==> config.mk <==
export PLATFORM = sky130hd
export DESIGN_NAME = sysarr_skew_fifo_bank
export DESIGN_NICKNAME = d
export VERILOG_FILES = /design/src/rtl/sysarr_pkg.sv /design/src/rtl/sysarr_fifo_row.sv /design/src/rtl/sysarr_skew_fifo_bank.sv
export SDC_FILE = /design/constraint.sdc
export NUM_CORES = 1
export LEC_CHECK = 0
export ABC_AREA = 1
export ABC_CLOCK_PERIOD_IN_PS = 2200
export BUFFER_PORTS_ARGS = -buffer_cell sky130_fd_sc_hd__buf_2
export CORE_MARGIN = 5
export CORE_UTILIZATION = 45
export DETAILED_ROUTE_END_ITERATION = 8
export PLACE_DENSITY_LB_ADDON = 0.25
export SYNTH_ARGS = -nofsm -noshare
export SYNTH_HDL_FRONTEND = slang
export SYNTH_HIERARCHICAL = 1
export SYNTH_SLANG_ARGS = --single-unit
==> constraint.sdc <==
create_clock -name clk -period 2.2 [get_ports clk]
set_clock_uncertainty 0.05 [all_clocks]
set_input_delay 0.22 -clock clk [delete_from_list [all_inputs] [get_ports clk]]
set_output_delay 0.22 -clock clk [all_outputs]
set_load 0.01 [all_outputs]
==> src/rtl/sysarr_pkg.sv <==
// Shared definitions for the systolic skew FIFO bank: drain FSM states,
// default geometry and the final-shift index helper.
package sysarr_pkg;

    localparam int unsigned DEF_DATA_W = 16;
    localparam int unsigned DEF_DEPTH  = 4;
    localparam int unsigned DEF_ROWS   = 4;

    typedef enum logic {
        IDLE  = 1'b0,
        DRAIN = 1'b1
    } state_t;

    // Counter value at which the final shift of a drain is accepted.
    function automatic int unsigned last_index(
        input int unsigned depth,
        input int unsigned rows,
        input int unsigned skew_en
    );
        return (skew_en != 0) ? (depth + rows - 2) : (depth - 1);
    endfunction

endpackage

==> src/rtl/sysarr_fifo_row.sv <==
// One row channel: holds a loaded row of DEPTH elements and presents the
// element selected by the shared shift counter minus this row's skew offset.
//   clk, rst        clock, async active-high reset
//   i_load          capture i_data
//   i_data          DEPTH packed elements, element 0 in the MSBs
//   i_cnt           shared shift counter
//   i_drain         control FSM is draining
//   o_data_c        selected element, zero when not valid (combinational)
//   o_valid_c       element qualifier (combinational)
module sysarr_fifo_row
    import sysarr_pkg::*;
#(
    parameter int unsigned DATA_W = DEF_DATA_W,
    parameter int unsigned DEPTH  = DEF_DEPTH,
    parameter int unsigned CNT_W  = 3,
    parameter int unsigned OFFSET = 0
) (
    input  logic                    clk,
    input  logic                    rst,
    input  logic                    i_load,
    input  logic [DEPTH*DATA_W-1:0] i_data,
    input  logic [CNT_W-1:0]        i_cnt,
    input  logic                    i_drain,
    output logic [DATA_W-1:0]       o_data_c,
    output logic                    o_valid_c
);

    localparam int unsigned IDX_W = $clog2(DEPTH);

    logic [DEPTH*DATA_W-1:0] r_data;
    logic [DATA_W-1:0]       w_elem [DEPTH];
    logic [31:0]             w_k;
    logic                    w_in_window;
    logic [IDX_W-1:0]        w_idx;

    // Row data register.
    always_ff @(posedge clk or posedge rst) begin
        if (rst) begin
            r_data <= '0;
        end else if (i_load) begin
            r_data <= i_data;
        end
    end

    // Unpack elements; element 0 sits in the most significant slot.
    for (genvar e = 0; e < DEPTH; e++) begin : g_elem
        assign w_elem[e] = r_data[(DEPTH-1-e)*DATA_W +: DATA_W];
    end

    // Element index seen by this row; wraps huge when cnt < OFFSET.
    assign w_k         = 32'(i_cnt) - 32'(OFFSET);
    assign w_in_window = (32'(i_cnt) >= 32'(OFFSET)) && (w_k <= 32'(DEPTH - 1));
    assign w_idx       = IDX_W'(w_k);

    assign o_valid_c = i_drain && w_in_window;
    assign o_data_c  = o_valid_c ? w_elem[w_idx] : '0;

endmodule

==> src/rtl/sysarr_skew_fifo_bank.sv <==
// Bank of ROWS row FIFOs feeding a systolic array. A load captures all rows
// and starts a drain; each shift advances a shared counter. With SKEW_EN
// row r lags row 0 by r shifts, otherwise all rows move in lockstep.
//   clk          clock, rising edge
//   RST          async active-high reset
//   load         capture load_values into every row, restart the drain
//   load_values  per-row packed elements, element 0 in the MSBs
//   shift        advance every row by one element (ignored when idle)
//   out          current element per row, zero when not valid
//   out_valid    per-row qualifier for out
//   busy         a load is being drained
//   overwrite    one-cycle pulse after a load accepted while busy
module sysarr_skew_fifo_bank
    import sysarr_pkg::*;
#(
    parameter int unsigned DATA_W  = DEF_DATA_W,
    parameter int unsigned DEPTH   = DEF_DEPTH,
    parameter int unsigned ROWS    = DEF_ROWS,
    parameter int unsigned SKEW_EN = 1
) (
    input  logic                               clk,
    input  logic                               RST,
    input  logic                               load,
    input  logic [ROWS-1:0][DEPTH*DATA_W-1:0]  load_values,
    input  logic                               shift,
    output logic [ROWS-1:0][DATA_W-1:0]        out,
    output logic [ROWS-1:0]                    out_valid,
    output logic                               busy,
    output logic                               overwrite
);

    localparam int unsigned CNT_W = $clog2(DEPTH + ROWS);
    localparam int unsigned LAST  = last_index(DEPTH, ROWS, SKEW_EN);

    state_t           r_state;
    state_t           w_next_state;
    logic [CNT_W-1:0] r_cnt;
    logic [CNT_W-1:0] w_next_cnt;
    logic             r_overwrite;
    logic             w_next_overwrite;

    // Control state register.
    always_ff @(posedge clk or posedge RST) begin
        if (RST) begin
            r_state     <= IDLE;
            r_cnt       <= '0;
            r_overwrite <= 1'b0;
        end else begin
            r_state     <= w_next_state;
            r_cnt       <= w_next_cnt;
            r_overwrite <= w_next_overwrite;
        end
    end

    // Next-state logic; load wins over shift.
    always_comb begin
        w_next_state     = r_state;
        w_next_cnt       = r_cnt;
        w_next_overwrite = 1'b0;
        if (load) begin
            w_next_state     = DRAIN;
            w_next_cnt       = '0;
            w_next_overwrite = (r_state == DRAIN);
        end else if (shift && (r_state == DRAIN)) begin
            if (r_cnt == CNT_W'(LAST)) begin
                w_next_state = IDLE;
                w_next_cnt   = '0;
            end else begin
                w_next_cnt = r_cnt + CNT_W'(1);
            end
        end
    end

    assign busy      = (r_state == DRAIN);
    assign overwrite = r_overwrite;

    // One row channel per array row; skew offset fixed at elaboration.
    for (genvar r = 0; r < ROWS; r++) begin : g_row
        sysarr_fifo_row #(
            .DATA_W (DATA_W),
            .DEPTH  (DEPTH),
            .CNT_W  (CNT_W),
            .OFFSET ((SKEW_EN != 0) ? r : 0)
        ) u_row (
            .clk       (clk),
            .rst       (RST),
            .i_load    (load),
            .i_data    (load_values[r]),
            .i_cnt     (r_cnt),
            .i_drain   (busy),
            .o_data_c  (out[r]),
            .o_valid_c (out_valid[r])
        );
    end

endmodule
==> results.yml, run 1 <==
status:
  status: "finished with violations"
  violations: "negative setup slack"
final_layout:
  fillers: 2125
  multi_input_comb_area_um2: 5380
  seqCellArea_um2: 6540
  drive_gt1_frac: 0.270
  postLayoutCoreUtil: 0.696
  areaGrowthSynthToFinish_pct: 54.0
  nets: 2524
timing:
  fin_ws_ns: -0.241
  finalCriticalPeriod_ns: 2.44
  finalHoldViolCount: 0
  fin_crit_sh: 1.11
  rsz0062_at_grt: "yes"
  holdWs_ns: 0.135
  drv_slew: 0
  fmax_mhz: 410
  finalSetupViolations: 64
  worst_pin_slew_ns: 0.516
  maxSlewHeadroom: 0.655
setup_path:
  worstSetupEndpoint: "out[51]"
  required_ns: 1.93
  critical_path_class: "flop to primary output"
  timing.rr.end: "r_cnt[1]"
  rrSetupSlack_ns: 0.76
  worstPathMaxFanout: 16
  rr_worst_depth: 7
  cp.arrival_ns: 2.17
  crit_path_start: "r_cnt[0]"
  crit_path_max_incr_delay_ns: 0.52
  crit_chain: "ha_1 > buf_8 > nand3_1 > a21oi_2 > buf_2"
  timing.rr.start: "r_cnt[0]"
  crit_slowest_cell: "dfrtp_4"
  critPathLaunchType: "flop"
  critPathCaptureType: "primary output"
routing:
  drt-total-wl_um: 44900
  vias: 13300
  wire_per_inst_um: 16.8
  drtPass1Iterations: 5
  drcViolationCount: 0
  first_iter_violations: 959
  drtAntennaViolNets: 0
  routed_via_density: 4.99
logic_synthesis:
  synthSimpleGateAreaFrac: 0.224
  ys.flop_type: "dfrtp_1"
  synth-seq-area-share: 0.506
  synth_top_family_by_area: "simple AND/OR/NAND/NOR gates"
  synth_most_common_cell: "nand2_1"
  synth_cells: 1679
  ys_top_cells_by_area: "dfrtp_1 51%, nand2_1 16%, o21ai_0 9.2%, inv_1 8.4%, nand3_1 5.1%"
  async_flop_share: 1.00
  syn-num-nets: 1944
  synth_warnings: 6
  synth_compound_area_frac: 0.129
  synth_top_area_frac: 0.506
  muxShareOfSynthArea: 0
  synthAdderAreaFrac: 0.00485
  yosys-top-cells-count: "555 x nand2_1, 290 x inv_1, 261 x dfrtp_1"
  yosysTopAreaCell: "dfrtp_1"
  synthDistinctLibCells: 28
  synth-seq-cells: 261
  synth_xor_area_frac: 0
  synth_edf_count: 0
  synth.avg_cell_area_um2: 7.69
  netlist_area_um2: 12900
power:
  p_sw_mw: 3.86
  power_frac_seq: 0.399
  leakage_nw: 10.4
  p_int_mw: 9.54
  comb_power_share: 0.228
  switching_share: 0.288
  p_clk_frac: 0.373
  worst_ir_drop_vdd_mv: 0.496
  power_density_nw_per_um2: 674
global_route:
  grt_pass1_wl_um: 68500
  grtUsageTotal: 0.265
  grt_antenna_before_repair: 1
  grt_pass1_vias: 13600
  grt_overflow: 0
  grt_max_degree: 108
cts:
  cts_tree: "done"
  clockBufferDepth: 3
  htreeDepth: 1
  cts.root.buffer_cell: "clkbuf_16"
  cts_inserted_buffers: 30
  clock_sinks: 261
  clk_pin_slew_worst_paths_ns: 0.06
  clk_latency_ns: 0.55
job:
  cap_violations: 0
die:
  core_um2: 28500
  start_util: 0.452
  ios: 330
  die_h_um: 179
  dieArea_um2: 32200
  die_w_um: 179
  rows: 62
placement:
  place_hpwl_um: 25800
  gp_congestion: 0.867
  io_buffers: 329
hold_path:
  hold_path.class: "input pin to async pin"
==> repair_timing <==
item / in CTS / in global routing
buffers inserted: 15 / 6
hold buffers: 260 / 0
gates cloned: 16 / 2
pin swaps: 69 / 36
endpoints found under the setup margin: 67 / 66
endpoints found under the hold margin: 476 / 0
gates resized for setup: 157 / 86
==> layout by cell type, fill, tap and decap left out, types with 15 or more instances in the layout <==
cell type / synthesis / layout
dfrtp_1: 261 / 258
nand3_2: 0 / 33
nand3_1: 131 / 90
nand2_1: 555 / 504
nand2_2: 3 / 24
o21ai_0: 238 / 238
dlygate4sd3_1: 0 / 260
o21ai_1: 19 / 19
nand2_4: 4 / 34
inv_1: 290 / 282
buf_4: 20 / 22
a21oi_2: 29 / 39
clkbuf_16: 0 / 33
buf_2: 45 / 319
buf_12: 1 / 15
==> flip-flops by register name, summed over array words and instances (netlist names) <==
signal and count:
g_row.u_row/r_data 256, r_cnt 3, busy 1, overwrite 1
==> worst max-delay path: cells and delay by family (launching register included) <==
family	cells	cell delay, ns
compound gates	1	0.17
fa+ha+maj	1	0.41
buf+inv	2	0.34
flops	1	0.52
simple gates	1	0.18
==> power groups by stage <==
stage | clock (mW) | sequential (mW) | combinational, mW
finish | 4.99 | 5.35 | 3.06
global route | 5.30 | 5.38 | 3.35
CTS | 5.09 | 5.34 | 2.87
detailed placement | 0 | 5.43 | 2.11
global placement | 0 | 5.41 | 2.09
floorplan | 0 | 5.40 | 1.39
==> through the flow <==
stage | worst slack, ns | power, mW | instance area [µm²] | instances | setup TNS (ns)
3_3_place_gp | 0.185 | 7.50 | 14700 | 2316 | 0
3_5_place_dp | 0.147 | 7.54 | 14700 | 2316 | 0
4_1_cts | -0.277 | 13.3 | 19500 | 2658 | -12.27
2_1_floorplan | 0.0439 | 6.78 | 12900 | 1679 | 0
5_1_grt | -0.338 | 14.0 | 19900 | 2663 | -15.32
6_report | -0.241 | 13.4 | 19900 | 2663 | -9.47
==> cell type report <==
type                            instances  share of cell area
Inverter                              301              0.0601
Timing Repair Buffer                  647               0.266
Antenna cell                            1            0.000126
Tap cell                              384              0.0242
Clock buffer                           39              0.0420
Timing Repair inverter                  1            0.000818
Multi-Input combinational cell       1017               0.270
Clock inverter                         12             0.00761
Sequential cell                       261               0.329
==> metal layers <==
metal	up-vias	routed length [µm]	GRT usage
li1	6305	-	-
met1	6207	18000	0.343
met2	625	21400	0.442
met3	141	3560	0.0495
met4	0	1840	0.110
met5	-	0	0
==> worst min-delay path by stage <==
stage                     start        end  cells past startpoint
final                       RST  overwrite                      3
after global routing        RST  overwrite                      3
after CTS                   RST  overwrite                      3
after detailed placement    RST  overwrite                      2
after global placement      RST  overwrite                      2
after floorplan             RST       busy                      1
==> logic make-up after synthesis <==
| family | count (synthesis) |
|---|---|
| compound gates | 308 |
| fa+ha+maj | 5 |
| buf+inv | 402 |
| flops | 261 |
| simple gates | 703 |
No activity file was read; power rests on OpenSTA's default activity.
==> run 2: changes to the inputs <==
Settings changed: CORE_UTILIZATION 45 to 48.
==> run 2 against run 1 <==
  * First-iteration DRC count grew 33%
  * Cell area down 1.6%
  * Flip-flop and latch count unchanged
  * Critical path type unchanged
  * Sequential power about the same
  * Utilization rose by 3.6 points
  * Setup slack got worse by 0.080 ns
  * The run still ends with negative setup slack left
  * Hold slack got worse by 0.046 ns
  * Maximum frequency decreased by 3.2%
  * Combinational power hardly changed
  * Critical path depth increased by 5
==> results.yml, run 2 (synthesized netlist as in run 1, its figures left out) <==
status:
  status: "finished with violations"
  violations: "negative setup slack"
timing:
  finalHoldViolCount: 0
  maxSlewHeadroom: 0.661
  fin_ws_ns: -0.322
  rsz0062_at_grt: "yes"
  finalCriticalPeriod_ns: 2.52
  fmax_mhz: 397
  finalSetupTns_ns: -13.99
  fin_crit_sh: 1.15
  worst_pin_slew_ns: 0.508
  finalSetupViolations: 66
  drv_slew: 0
hold_path:
  hp-start: "load"
  min_path_cells: 3
  min_delay_worst_endpoint: "g_row[1].u_row/r_data[5]"
  hold_path.class: "input pin to flop"
setup_path:
  cp.arrival_ns: 2.25
  rrSetupSlack_ns: 0.68
  crit_slowest_cell: "dfrtp_4"
  required_ns: 1.93
  critical_path_class: "flop to primary output"
  path_buf_inv: 4
  rr_worst_depth: 6
  timing.rr.end: "r_cnt[1]"
  worstPathMaxFanout: 8
  critical_path.top_delay_family: "simple AND/OR/NAND/NOR gates"
  critPathCaptureType: "primary output"
  critPathLaunchType: "flop"
  timing.rr.start: "r_cnt[0]"
  crit_path_max_incr_delay_ns: 0.47
  crit_chain: "inv_4 > ha_4 > ha_4 > nand2_2 > inv_2 > nand2_4 > nor2_4 > nand2_1 > inv_1 > buf_2"
  crit_top_cell: "ha_4"
routing:
  vias: 13600
  wire_per_inst_um: 17.8
  drcViolationCount: 0
  first_iter_violations: 1272
  routed_via_density: 5.20
  drt-total-wl_um: 46400
  drtAntennaViolNets: 0
  drtPass1Iterations: 7
job:
  cap_violations: 0
power:
  power_density_nw_per_um2: 692
  p_sw_mw: 3.88
  switching_share: 0.286
  p_clk_frac: 0.381
  power_frac_seq: 0.395
  worst_ir_drop_vdd_mv: 0.577
  comb_power_share: 0.224
  leakage_nw: 10.3
  p_int_mw: 9.66
die:
  start_util: 0.483
  ios: 330
  dieArea_um2: 30300
  core_um2: 26700
  rows: 60
  die_w_um: 174
  die_h_um: 174
final_layout:
  fin_area_um2: 19600
  final_cell_mix: "517 x nand2_1, 319 x buf_2, 281 x inv_1"
  drive_gt1_frac: 0.263
  regMostFlops: "g_row.u_row/r_data"
  largest_reg_flops: 256
  multi_input_comb_area_um2: 5220
  fillers: 1816
  nets: 2518
  final_cells: 2615
  seqCellArea_um2: 6540
  areaGrowthSynthToFinish_pct: 51.6
  layout_commonest_cell: "nand2_1"
  postLayoutCoreUtil: 0.732
  largest_registers: "g_row.u_row/r_data: 256 flops, r_cnt: 3 flops"
placement:
  place_area_um2: 14700
  place_hpwl_um: 25700
  gp_congestion: 0.872
  dp_cells: 2274
  io_buffers: 329
cts:
  clk_pin_slew_worst_paths_ns: 0.07
  clock_sinks: 261
  cts_inserted_buffers: 29
  cts_tree: "done"
  clockBufferDepth: 3
  htreeDepth: 1
  clk_latency_ns: 0.56
  cts.root.buffer_cell: "clkbuf_16"
global_route:
  grt_overflow: 0
  grt_pass1_wl_um: 73400
  grt_max_degree: 106
  grt_antenna_before_repair: 1
  grt_pass1_vias: 14000
  grtUsageTotal: 0.294
-- run 2: cell types whose count changed in the layout (fill, tap and decap cells not counted), sizes merged --
cell	previous run	this run
dlygate4sd3	260	258
buf	384	378
nor2	7	8
clkinv	9	4
bufbuf	1	3
clkbuf	41	45
bufinv	3	4
-- run 2: tightest hold or removal path: stages --
cell and delay (ns):
buf_8 0.23, nand2_1 0.10, o21ai_0 0.08
-- run 2: metal layers --
layer	part of all wire	wire length, µm	track usage
met1	0.40	18400	0.378
met5	0	0	0
met2	0.48	22500	0.493
met4	0.038	1770	0.114
met3	0.080	3730	0.0587
-- run 2: layout make-up --
type / count / area share
diodes: 1 / 0.000128
inverters: 301 / 0.0598
well taps: 341 / 0.0218
flip-flops and latches: 261 / 0.334
clock inverters: 9 / 0.00774
clock buffers: 42 / 0.0437
multi-input cells: 1018 / 0.267
repair buffers: 642 / 0.266
-- run 2: timing repair --
| item | 4_1_cts | 5_1_grt |
|---|---|---|
| endpoints found under the hold margin | 472 | 0 |
| pin swaps | 40 | 26 |
| hold buffers | 258 | 0 |
| cloned | 11 | 3 |
| buffers inserted | 15 | 3 |
| resized for setup | 125 | 59 |
| endpoints found under the setup margin | 67 | 67 |
-- run 2: how the worst max path moves through the flow --
stage	start	cells past startpoint	to	slack, ns
after floorplan	r_cnt[0]	12	out[17]	0.04
after global placement	r_cnt[0]	6	out[52]	0.23
after detailed placement	r_cnt[0]	6	out[52]	0.21
after CTS	r_cnt[0]	10	out[25]	-0.27
after global routing	r_cnt[0]	10	out[19]	-0.41
final	r_cnt[0]	10	out[20]	-0.32
-- run 2: metrics by stage --
stage	setup WS, ns	power (mW)	hold slack (ns)
floorplan	0.0439	6.78	-0.0515
global placement	0.228	7.49	0.212
detailed placement	0.206	7.53	0.213
CTS	-0.266	13.4	0.0648
global route	-0.406	14.1	0.109
finish	-0.322	13.5	0.0893
-- run 2: power by group through the flow --
stage	Combinational [mW]	Sequential (mW)	Clock (mW)
after floorplan	1.39	5.40	0
after CTS	2.81	5.34	5.20
after detailed placement	2.11	5.42	0
after global placement	2.08	5.41	0
after global routing	3.30	5.38	5.43
final	3.03	5.35	5.16
